`config.mk`:
```
export PLATFORM = sky130hd
export DESIGN_NAME = lcd_nibble_rx
export DESIGN_NICKNAME = d
export VERILOG_FILES = /design/src/rtl/lcd_nibble_rx.sv
export SDC_FILE = /design/constraint.sdc
export NUM_CORES = 1
export LEC_CHECK = 0
export CELL_PAD_IN_SITES_DETAIL_PLACEMENT = 1
export CELL_PAD_IN_SITES_GLOBAL_PLACEMENT = 1
export CORE_MARGIN = 3
export CORE_UTILIZATION = 45
export CTS_CLUSTER_DIAMETER = 200
export DETAILED_ROUTE_END_ITERATION = 10
export GPL_TIMING_DRIVEN = 0
export PLACE_DENSITY_LB_ADDON = 0.1
export SYNTH_ARGS = -nofsm -noshare
export SYNTH_HDL_FRONTEND = slang
export SYNTH_SLANG_ARGS = --single-unit
```
`constraint.sdc`:
```
create_clock -name clk -period 5.5 [get_ports clk]
set_input_delay 0.825 -clock clk [delete_from_list [all_inputs] [get_ports clk]]
set_output_delay 0.825 -clock clk [all_outputs]
set_load 0.02 [all_outputs]
```
`src/rtl/lcd_nibble_rx.sv`:
```
// Loopback responder for the 4-bit character-LCD write bus: syncs the bus, runs the
// 8->4 bit init sequence, decodes instructions and mirrors a 32-char DDRAM. Optional read-back via LCD_RX_READ_EN.
module lcd_nibble_rx (
    input  logic       clk,
    input  logic       rst_n,
    input  logic       sf_e,
    input  logic       lcd_e,
    input  logic       lcd_rs,
    input  logic       lcd_rw,
    input  logic [3:0] lcd_nib,
    output logic       byte_valid,
    output logic [7:0] byte_data,
    output logic       byte_rs,
    output logic       busy,
    output logic [6:0] ac,
    output logic       disp_on,
    output logic       cursor_on,
    output logic       blink_on,
    output logic       entry_inc,
    output logic       entry_shift,
    output logic       err,
    input  logic [4:0] rd_idx,
    output logic [7:0] rd_char,
    output logic [3:0] rd_nib,
    output logic       rd_oe
);

    typedef enum logic [1:0] {
        M_INIT8 = 2'd0,
        M_HI    = 2'd1,
        M_LO    = 2'd2
    } mode_t;

    logic [7:0] bus_in;
    logic [7:0] sync1_q;
    logic [7:0] sync2_q;
    logic       e_prev_q;
    logic       sf_s;
    logic       e_s;
    logic       fall_d;
    logic       strb_q;
    logic       smp_rs_q;
    logic       smp_rw_q;
    logic [3:0] smp_nib_q;

    mode_t      mode_q;
    logic [3:0] hi_q;
    logic       bv_q;
    logic [7:0] bd_q;
    logic       brs_q;
    logic       busy_q;
    logic       clr_pend_q;
    logic [4:0] clr_cnt_q;
    logic [6:0] ac_q;
    logic       disp_q;
    logic       cur_q;
    logic       blk_q;
    logic       inc_q;
    logic       shf_q;
    logic       err_q;
    logic [7:0] rd_char_q;

    logic [7:0] byte_d;
    logic [6:0] ac_step_d;
    logic       sweeping;
    logic       ac_ok;
    logic [4:0] ac_idx;
    logic       mem_we;
    logic [4:0] mem_waddr;
    logic [7:0] mem_wdata;

    logic [7:0] ddram_q [32];

    // Whole bus goes through the same two flops so rs/rw/nib stay aligned with e.
    assign bus_in = {sf_e, lcd_e, lcd_rs, lcd_rw, lcd_nib};
    assign sf_s   = sync2_q[7];
    assign e_s    = sync2_q[6];
    assign fall_d = sf_s & e_prev_q & ~e_s;

    always_ff @(posedge clk or negedge rst_n) begin
        if (!rst_n) begin
            sync1_q   <= 8'h00;
            sync2_q   <= 8'h00;
            e_prev_q  <= 1'b0;
            strb_q    <= 1'b0;
            smp_rs_q  <= 1'b0;
            smp_rw_q  <= 1'b0;
            smp_nib_q <= 4'h0;
        end else begin
            sync1_q   <= bus_in;
            sync2_q   <= sync1_q;
            e_prev_q  <= e_s;
            strb_q    <= fall_d;
            smp_rs_q  <= sync2_q[5];
            smp_rw_q  <= sync2_q[4];
            smp_nib_q <= sync2_q[3:0];
        end
    end

    function automatic logic [6:0] ac_step(input logic [6:0] a, input logic inc);
        logic [6:0] r;
        if (inc) begin
            if (a == 7'h27)      r = 7'h40;
            else if (a == 7'h67) r = 7'h00;
            else                 r = a + 7'd1;
        end else begin
            if (a == 7'h00)      r = 7'h67;
            else if (a == 7'h40) r = 7'h27;
            else                 r = a - 7'd1;
        end
        return r;
    endfunction

    assign byte_d    = {hi_q, smp_nib_q};
    assign ac_step_d = ac_step(ac_q, inc_q);
    assign sweeping  = busy_q | clr_pend_q;

    // Only line 0 (0x00-0x0F) and line 1 (0x40-0x4F) windows are visible.
    always_comb begin
        ac_ok  = 1'b0;
        ac_idx = 5'd0;
        if (ac_q[6:4] == 3'b000) begin
            ac_ok  = 1'b1;
            ac_idx = {1'b0, ac_q[3:0]};
        end else if (ac_q[6:4] == 3'b100) begin
            ac_ok  = 1'b1;
            ac_idx = {1'b1, ac_q[3:0]};
        end
    end

    always_comb begin
        mem_we    = 1'b0;
        mem_waddr = ac_idx;
        mem_wdata = byte_d;
        if (busy_q) begin
            mem_we    = 1'b1;
            mem_waddr = clr_cnt_q;
            mem_wdata = 8'h20;
        end else if (strb_q && !smp_rw_q && !clr_pend_q && mode_q == M_LO
                     && smp_rs_q && ac_ok) begin
            mem_we = 1'b1;
        end
    end

`ifdef LCD_RX_READ_EN
    logic       rise_q;
    logic [3:0] rd_nib_q;
    logic       rd_oe_q;
    logic [7:0] rb_char_q;

    always_ff @(posedge clk or negedge rst_n) begin
        if (!rst_n) begin
            rise_q    <= 1'b0;
            rb_char_q <= 8'h00;
        end else begin
            rise_q    <= sf_s & ~e_prev_q & e_s;
            rb_char_q <= ac_ok ? ddram_q[ac_idx] : 8'h20;
        end
    end

    assign rd_nib = rd_nib_q;
    assign rd_oe  = rd_oe_q;
`else
    assign rd_nib = 4'h0;
    assign rd_oe  = 1'b0;
`endif

    always_ff @(posedge clk or negedge rst_n) begin
        if (!rst_n) begin
            mode_q     <= M_INIT8;
            hi_q       <= 4'h0;
            bv_q       <= 1'b0;
            bd_q       <= 8'h00;
            brs_q      <= 1'b0;
            busy_q     <= 1'b0;
            clr_pend_q <= 1'b0;
            clr_cnt_q  <= 5'd0;
            ac_q       <= 7'h00;
            disp_q     <= 1'b0;
            cur_q      <= 1'b0;
            blk_q      <= 1'b0;
            inc_q      <= 1'b1;
            shf_q      <= 1'b0;
            err_q      <= 1'b0;
`ifdef LCD_RX_READ_EN
            rd_nib_q   <= 4'h0;
            rd_oe_q    <= 1'b0;
`endif
        end else begin
            bv_q <= 1'b0;

            if (clr_pend_q) begin
                clr_pend_q <= 1'b0;
                busy_q     <= 1'b1;
                clr_cnt_q  <= 5'd0;
            end else if (busy_q) begin
                clr_cnt_q <= clr_cnt_q + 5'd1;
                if (clr_cnt_q == 5'd31) busy_q <= 1'b0;
            end

`ifdef LCD_RX_READ_EN
            if (rise_q && smp_rw_q) begin
                rd_oe_q <= 1'b1;
                if (smp_rs_q)
                    rd_nib_q <= (mode_q == M_LO) ? rb_char_q[3:0] : rb_char_q[7:4];
                else
                    rd_nib_q <= (mode_q == M_LO) ? ac_q[3:0] : {busy_q, ac_q[6:4]};
            end
`endif

            if (strb_q) begin
                if (smp_rw_q) begin
`ifdef LCD_RX_READ_EN
                    // Reads share the nibble phase with writes and are allowed during the sweep.
                    rd_oe_q <= 1'b0;
                    if (mode_q == M_HI) begin
                        mode_q <= M_LO;
                    end else if (mode_q == M_LO) begin
                        mode_q <= M_HI;
                        if (smp_rs_q) ac_q <= ac_step_d;
                    end
`endif
                end else if (sweeping) begin
                    err_q <= 1'b1;
                end else begin
                    case (mode_q)
                        M_INIT8: begin
                            if (smp_nib_q == 4'h2 && !smp_rs_q) mode_q <= M_HI;
                            else if (smp_nib_q != 4'h3)         err_q  <= 1'b1;
                        end
                        M_HI: begin
                            hi_q   <= smp_nib_q;
                            mode_q <= M_LO;
                        end
                        M_LO: begin
                            mode_q <= M_HI;
                            bv_q   <= 1'b1;
                            bd_q   <= byte_d;
                            brs_q  <= smp_rs_q;
                            if (smp_rs_q) begin
                                ac_q <= ac_step_d;
                            end else if (byte_d[7]) begin
                                ac_q <= byte_d[6:0];
                            end else if (byte_d[6:4] != 3'b000) begin
                                // function set / shift / CGRAM: no modelled state
                            end else if (byte_d[3]) begin
                                disp_q <= byte_d[2];
                                cur_q  <= byte_d[1];
                                blk_q  <= byte_d[0];
                            end else if (byte_d[2]) begin
                                inc_q <= byte_d[1];
                                shf_q <= byte_d[0];
                            end else if (byte_d[1]) begin
                                ac_q <= 7'h00;
                            end else if (byte_d[0]) begin
                                clr_pend_q <= 1'b1;
                                ac_q       <= 7'h00;
                                inc_q      <= 1'b1;
                            end
                        end
                        default: mode_q <= M_INIT8;
                    endcase
                end
            end
        end
    end

    always_ff @(posedge clk) begin
        if (mem_we) ddram_q[mem_waddr] <= mem_wdata;
    end

    always_ff @(posedge clk or negedge rst_n) begin
        if (!rst_n) rd_char_q <= 8'h00;
        else        rd_char_q <= ddram_q[rd_idx];
    end

    assign byte_valid  = bv_q;
    assign byte_data   = bd_q;
    assign byte_rs     = brs_q;
    assign busy        = busy_q;
    assign ac          = ac_q;
    assign disp_on     = disp_q;
    assign cursor_on   = cur_q;
    assign blink_on    = blk_q;
    assign entry_inc   = inc_q;
    assign entry_shift = shf_q;
    assign err         = err_q;
    assign rd_char     = rd_char_q;

endmodule

```
=== Yosys cells after proc, flatten, opt, wreduce, memory -nomap -nowiden ===
Memory sizes are Yosys's and may differ from the RTL's. A register that Yosys moved wholly into a read port is not among the register bits.
Index checks and enable logic that the tools add are counted.

* Register bits: 60
* Memory bits (writable): 256
* Bits of input ports: 15
* Memories kept: 1

{| class="wikitable"
|+ Memory list
! memory !! words !! width !! rd ports !! clocked after Yosys merged registers in !! write ports !! line !! source
|-
| ddram_q || 32 || 8 || 1 || 1 || 1 || 72 || <nowiki>logic [7:0] ddram_q [32];</nowiki>
|}

* Add/subtract/negate cells: 3
* Equal/unequal tests: 15
* Mux-type cells: 51
* Bitwise operators: 10
* Reduce and logical (&&, ||, !) cells: 27

{| class="wikitable"
|+ Operators by type and width
! kind !! number
|-
| 7-bit 2-to-1 mux || 12
|-
| 1-bit 2-to-1 mux || 31
|-
| 5-bit 2-to-1 mux || 5
|-
| 8-bit AND reduction || 2
|-
| 7-bit == test (second input constant) || 2
|-
| 4-bit AND reduction || 3
|-
| 10-bit AND reduction || 1
|-
| 9-bit AND reduction || 1
|-
| 8-bit 2-to-1 mux || 1
|-
| 2-bit nonzero test || 4
|-
| 7-bit by 1-bit adder with 7-bit output (second input constant) || 1
|-
| 7-bit by 6-bit == test with 1-bit output (second input constant) || 1
|-
| 7-bit zero test || 1
|-
| 1-bit inverter || 7
|-
| 7-bit by 1-bit subtractor with 7-bit output (second input constant) || 1
|-
| 1-bit logical AND || 6
|-
| 3-bit by 2-bit inequality test with 1-bit output (second input constant) || 2
|-
| 2-bit case mux with 3 select lines || 1
|-
| 5-bit by 1-bit adder with 5-bit output (second input constant) || 1
|-
| 5-bit == test (second input constant) || 1
|-
| 5-bit AND reduction || 1
|-
| 4-bit by 2-bit == test with 1-bit output (second input constant) || 1
|-
| 1-bit zero test || 4
|-
| 2-bit inequality test (second input constant) || 2
|-
| 13 further kinds || 14
|}

=== Logic depth before layout (Yosys ltp) ===
* Depth in word-level cells: 11
* Mapped depth: 7
* Mapped depth without buffers: 7

=== Worst setup path after synthesis ===
Ideal clock, no wire load.

* Path type: input -> register
* From: input rd_idx[2]
* To: register rd_char_q[0], in the netlist rd_char[0], read port of ddram_q
* Setup time: 0.125 ns
* Data arrival time: 2.508 ns
* Path slack: 2.867 ns
* Cell stages on the path: 5
* Cell sequence: clkbuf_1 > clkbuf_1 > mux4_2 > mux4_2 > mux2_2

{| class="wikitable"
|+ RTL lines
! what !! line !! source
|-
| start, declared || 22 || <nowiki>input logic [4:0] rd_idx,</nowiki>
|-
| end, declared || 61 || <nowiki>logic [7:0] rd_char_q;</nowiki>
|}

=== Worst setup path after layout ===
* From: register busy_q, in the netlist busy
* To: memory ddram_q[10][7], enable pin

* Cells in the longest elaborated chain, start to end: 3

{| class="wikitable"
|+ Ends and longest elaborated chain
! what !! line !! source
|-
| start, declared || 51 || <nowiki>logic busy_q;</nowiki>
|-
| start signal, assigned || 175 || <nowiki>busy_q <= 1'b0;</nowiki>
|-
| start signal, assigned || 194 || <nowiki>busy_q <= 1'b1;</nowiki>
|-
| start signal, assigned || 198 || <nowiki>if (clr_cnt_q == 5'd31) busy_q <= 1'b0;</nowiki>
|-
| 1-bit 2-to-1 mux || 135 || <nowiki>if (busy_q) begin</nowiki>
|-
| 1-bit 2-to-1 mux || 269 || <nowiki>if (mem_we) ddram_q[mem_waddr] <= mem_wdata;</nowiki>
|-
| 1-bit 2-to-1 mux (not written as such) || 269 ||
|-
| end, declared || 72 ||
|}

Several ways; a longest one is shown, not always the timed one.

==> parameters.txt <==
Parameter                              Value

Flow run
  Max-Cap Viols ... 0

Clocking
  Library cell used as clock root buffer ... sky130_fd_sc_hd__clkbuf_16
  Clock-pin slew of the registers on the worst-case setup and hold paths ... 0.06 ns
  Cells resized by post-CTS repair ... 0
  Clock sink total ... 324
  TritonCTS clock tree ... done
  Maximum buffer depth of the clock tree ... 3
  Deepest level of the CTS H-tree ... 2
  Hold-fix buffers at CTS ... 0
  Clock latency at the later pin of the worst-skew pair ... 0.52 ns
  Buffers inserted by post-CTS timing repair ... 0
  Number of buffers created by CTS ... 35

Hold path
  Worst hold-check path type ... flip-flop to flip-flop

Critical path
  Highest fanout seen on the critical path ... 10
  Critical Path AT ... 3.21 ns
  Critical setup path kind ... flip-flop to flip-flop
  Endpoint required time on the critical path ... 5.63 ns
  Crit. End Element ... flip-flop
  Setup crit start kind ... flip-flop

GRT
  Number of antenna violations at the first check in global routing ... 0
  Via count of the first global-routing pass ... ~7.1k
  GRT Resource Usage Total ... 20.2%
  Overflow after GRT ... 0
  Wire length of the first global-routing pass ... 45.8 mm
  Largest net degree at the start of global routing ... 69

Synth
  Synthesized-area fraction occupied by adder cells ... 0.392%
  Number of distinct library cell variants in the gate-level netlist after synthesis ... 48
  Syn Area/Cell ... 18.8 µm²
  Commonest cells in the netlist ... sky130_fd_sc_hd__edfxtp_1 (256), sky130_fd_sc_hd__mux4_2 (80), sky130_fd_sc_hd__dfrtp_1 (67)
  Share of flip-flops with an asynchronous set or reset ... 21.0%
  Ys flop type ... sky130_fd_sc_hd__edfxtp_1
  Fraction of synthesized cell area taken by the top area cell type ... 60.3%
  Area contributors post-synth ... sky130_fd_sc_hd__edfxtp_1 (60%), sky130_fd_sc_hd__mux4_2 (14%), sky130_fd_sc_hd__dfrtp_1 (13%)
  Post-Syn Instances ... around 680
  Seq cells post-synth ... 324
  Area leader, netlist ... sky130_fd_sc_hd__edfxtp_1
  Most frequently used cell type in the post-synthesis netlist ... sky130_fd_sc_hd__edfxtp_1
  Share of synthesized cell area in and, or, nand and nor gates ... roughly 5.5%
  Yosys warns ... 0
  Share of synthesized area spent on multiplexers ... 15.9%
  Cell area after synthesis ... 0.0128 mm²
  Sequential area share after synthesis ... around three quarters
  Share of the synthesized netlist area taken by xor and xnor gates ... 0.412%
  Number of enable flip-flop cells after synthesis ... 256
  Synthesized-area fraction occupied by ao, oa, aoi and oai cells ... 2.43%
  Combinational family with the most area after synthesis ... multiplexers

Timing
  Final setup TNS ... 0 ns
  Remaining max-slew budget at the tightest pin ... 31.0%
  Crit share post-route ... approximately 56%
  Setup repair after global routing missed its margin ... no
  Tightest Pin Transition ... 1.03 ns
  Highest achievable clock rate ... 324 MHz
  Setup Skew ... 0.0223 ns
  Post-layout min period ... 3.09 ns
  Number of hold-slack violations in the final timing report ... 0
  Number of max-slew violations in the final report ... 0
  Worst-case setup margin in the final layout ... 2.41 ns
  Hold Worst Slack ... about 0.34 ns
  Finish-stage setup viols ... 0

Die
  Top-level I/O count ... 52
  Cell Rows ... 60
  Core region area ... 0.0274 mm²
  Initial standard-cell utilization of the core ... 46.5%
  Floorplan die width ... about 170 µm
  Die Y ... between 150 and 200 µm
  Floorplan die area ... about 0.03 mm²

Place
  Final HPWL from detailed placement ... 20.4 mm
  Number of buffers added on ports ... 41
  Pre-CTS setup slack ... 2.08 ns
  Placer's final routability congestion estimate ... 0.782

Power and ir drop
  Areal power density over the cells ... around 350 mW/mm²
  Worst IR drop on VDD ... a little over 0.2 mV
  Tot Pwr ... 5260 µW
  Leakage power total ... 0.00500 µW

Final layout
  ANT cells ... 0
  Final net count ... 785
  Combined area of the multi-input logic cells ... between 0.003 and 0.004 mm²
  Fill cell total of the finished layout ... 2457
  Sequential cell area in the final layout ... 0.00939 mm²
  Share of final-layout standard cells stronger than drive strength 1 ... 22.3%
  Relative area change from synthesis to final layout ... 16.6%

Status
  Run status ... finished, final reports clean

Detailed routing
  Number of nets with antenna violations after detailed routing ... 0
  First-iteration detailed-routing DRC count ... 559
  Drt first pass iters ... 5
  Total number of vias ... ~6.6k
  Total DRC errors in the routed layout ... 0
  Wire length reported by the detailed router ... 30.1 mm
  Vias/cell ... 5.65
  Post-detailed-route wirelength per cell ... 25.9 µm
## layer usage
layer | track usage, % | part of all wire [%] | wire, µm | up-vias
met5 | 0 | 0 | 0 | -
met4 | 5.53 | 2.0 | 603 | 0
met3 | 2.86 | 4.3 | 1310 | 39
met2 | 34.0 | 50 | 15100 | 181
met1 | 28.1 | 44 | 13100 | 3512
li1 | - | - | - | 2844
## power by group
part / switching (µW) / total [µW] / internal, µW
clock network: 930 / 2250 / 1320
registers: 21.1 / 2700 / 2680
logic: 184 / 316 / 132
total: 1130 / 5260 / 4130
## area by class of cell
type / instances / share of cell area (%)
repair buffers: 48 / 3.53
clock inverters: 16 / 0.959
inverters: 7 / 0.177
clock buffers: 47 / 6.40
well taps: 372 / 3.13
multi-input cells: 311 / 21.3
flip-flops and latches: 324 / 63.1
plain buffers: 39 / 1.32
## through the flow
stage | utilization [%] | area (µm²) | cells
4_1_cts | 54.3 | 14900 | 1164
2_1_floorplan | - | 12800 | 681
5_1_grt | 54.3 | 14900 | 1164
3_5_place_dp | 50.3 | 13800 | 1101
3_3_place_gp | 49.8 | 13600 | 1094
6_report | 54.3 | 14900 | 1164
## registers in the layout (all words and copies together), names as in the netlist, 2 cells and up
register / count
smp_nib_q: 4
rd_char: 8
byte_data: 8
hi_q: 4
clr_cnt_q: 5
sync2_q: 8
sync1_q: 8
ac: 7
mode_q: 2
ddram_q: 256
## logic make-up (layout without fill, tap and decap cells)
kind of cell	count (synthesis)	in the layout
and+or+nand+nor	150	150
muxes	100	100
AOI/OAI and AO/OA	46	46
other	1	5
buffers and inverters	46	157
DFF	324	324
xor gates and xnor gates	6	6
adders and majority gates	4	4
## critical path, stage by stage, from the launching register on
cell	delay, ns
sky130_fd_sc_hd__dfrtp_1	0.48
sky130_fd_sc_hd__clkbuf_1	0.37
sky130_fd_sc_hd__clkbuf_1	0.45
sky130_fd_sc_hd__nand2_1	0.14
sky130_fd_sc_hd__o21ai_0	0.14
sky130_fd_sc_hd__nand2_1	0.35
sky130_fd_sc_hd__nor2_1	0.76
## worst paths after layout
path	cells past startpoint	to	startpoint	slack [ns]
min in group asynchronous	1	e_prev_q$_DFF_PN0_	rst_n	0.46
setup reg to reg	6	ddram_q[10][7]$_DFFE_PP_	busy$_DFF_PN0_	2.41
max in group asynchronous	1	clr_cnt_q[3]$_DFFE_PN0N_	rst_n	4.44
setup / recovery	6	ddram_q[10][7]$_DFFE_PP_	busy$_DFF_PN0_	2.41
hold / removal	0	sync2_q[2]$_DFF_PN0_	sync1_q[2]$_DFF_PN0_	0.34
hold reg to reg	0	sync2_q[2]$_DFF_PN0_	sync1_q[2]$_DFF_PN0_	0.34
## cells in the final DEF, fill, tap and decap left out, types with 3 or more instances in the layout
cell,instances
sky130_fd_sc_hd__edfxtp_1,256
sky130_fd_sc_hd__mux4_2,80
sky130_fd_sc_hd__dfrtp_1,67
sky130_fd_sc_hd__nand2_1,48
sky130_fd_sc_hd__nor2_1,47
sky130_fd_sc_hd__clkdlybuf4s50_1,40
sky130_fd_sc_hd__clkbuf_16,36
sky130_fd_sc_hd__clkbuf_1,32
sky130_fd_sc_hd__mux2_2,17
sky130_fd_sc_hd__buf_4,12
sky130_fd_sc_hd__nor2b_1,11
sky130_fd_sc_hd__nand3_1,10
sky130_fd_sc_hd__o21ai_0,10
sky130_fd_sc_hd__a21oi_1,8
sky130_fd_sc_hd__inv_1,7
sky130_fd_sc_hd__nor2b_2,7
sky130_fd_sc_hd__nor3_1,7
sky130_fd_sc_hd__clkinv_2,7
sky130_fd_sc_hd__buf_8,6
sky130_fd_sc_hd__conb_1,5
sky130_fd_sc_hd__nand4_1,4
sky130_fd_sc_hd__a221oi_1,4
sky130_fd_sc_hd__buf_1,4
sky130_fd_sc_hd__ha_1,4
sky130_fd_sc_hd__clkinv_1,4
sky130_fd_sc_hd__a21o_1,3
sky130_fd_sc_hd__xor2_1,3
sky130_fd_sc_hd__mux2i_1,3
sky130_fd_sc_hd__xnor2_1,3
sky130_fd_sc_hd__a31oi_1,3
sky130_fd_sc_hd__nor4_1,3
sky130_fd_sc_hd__o21a_1,3
sky130_fd_sc_hd__o31ai_1,3
Power figures use the tool's default switching activity.
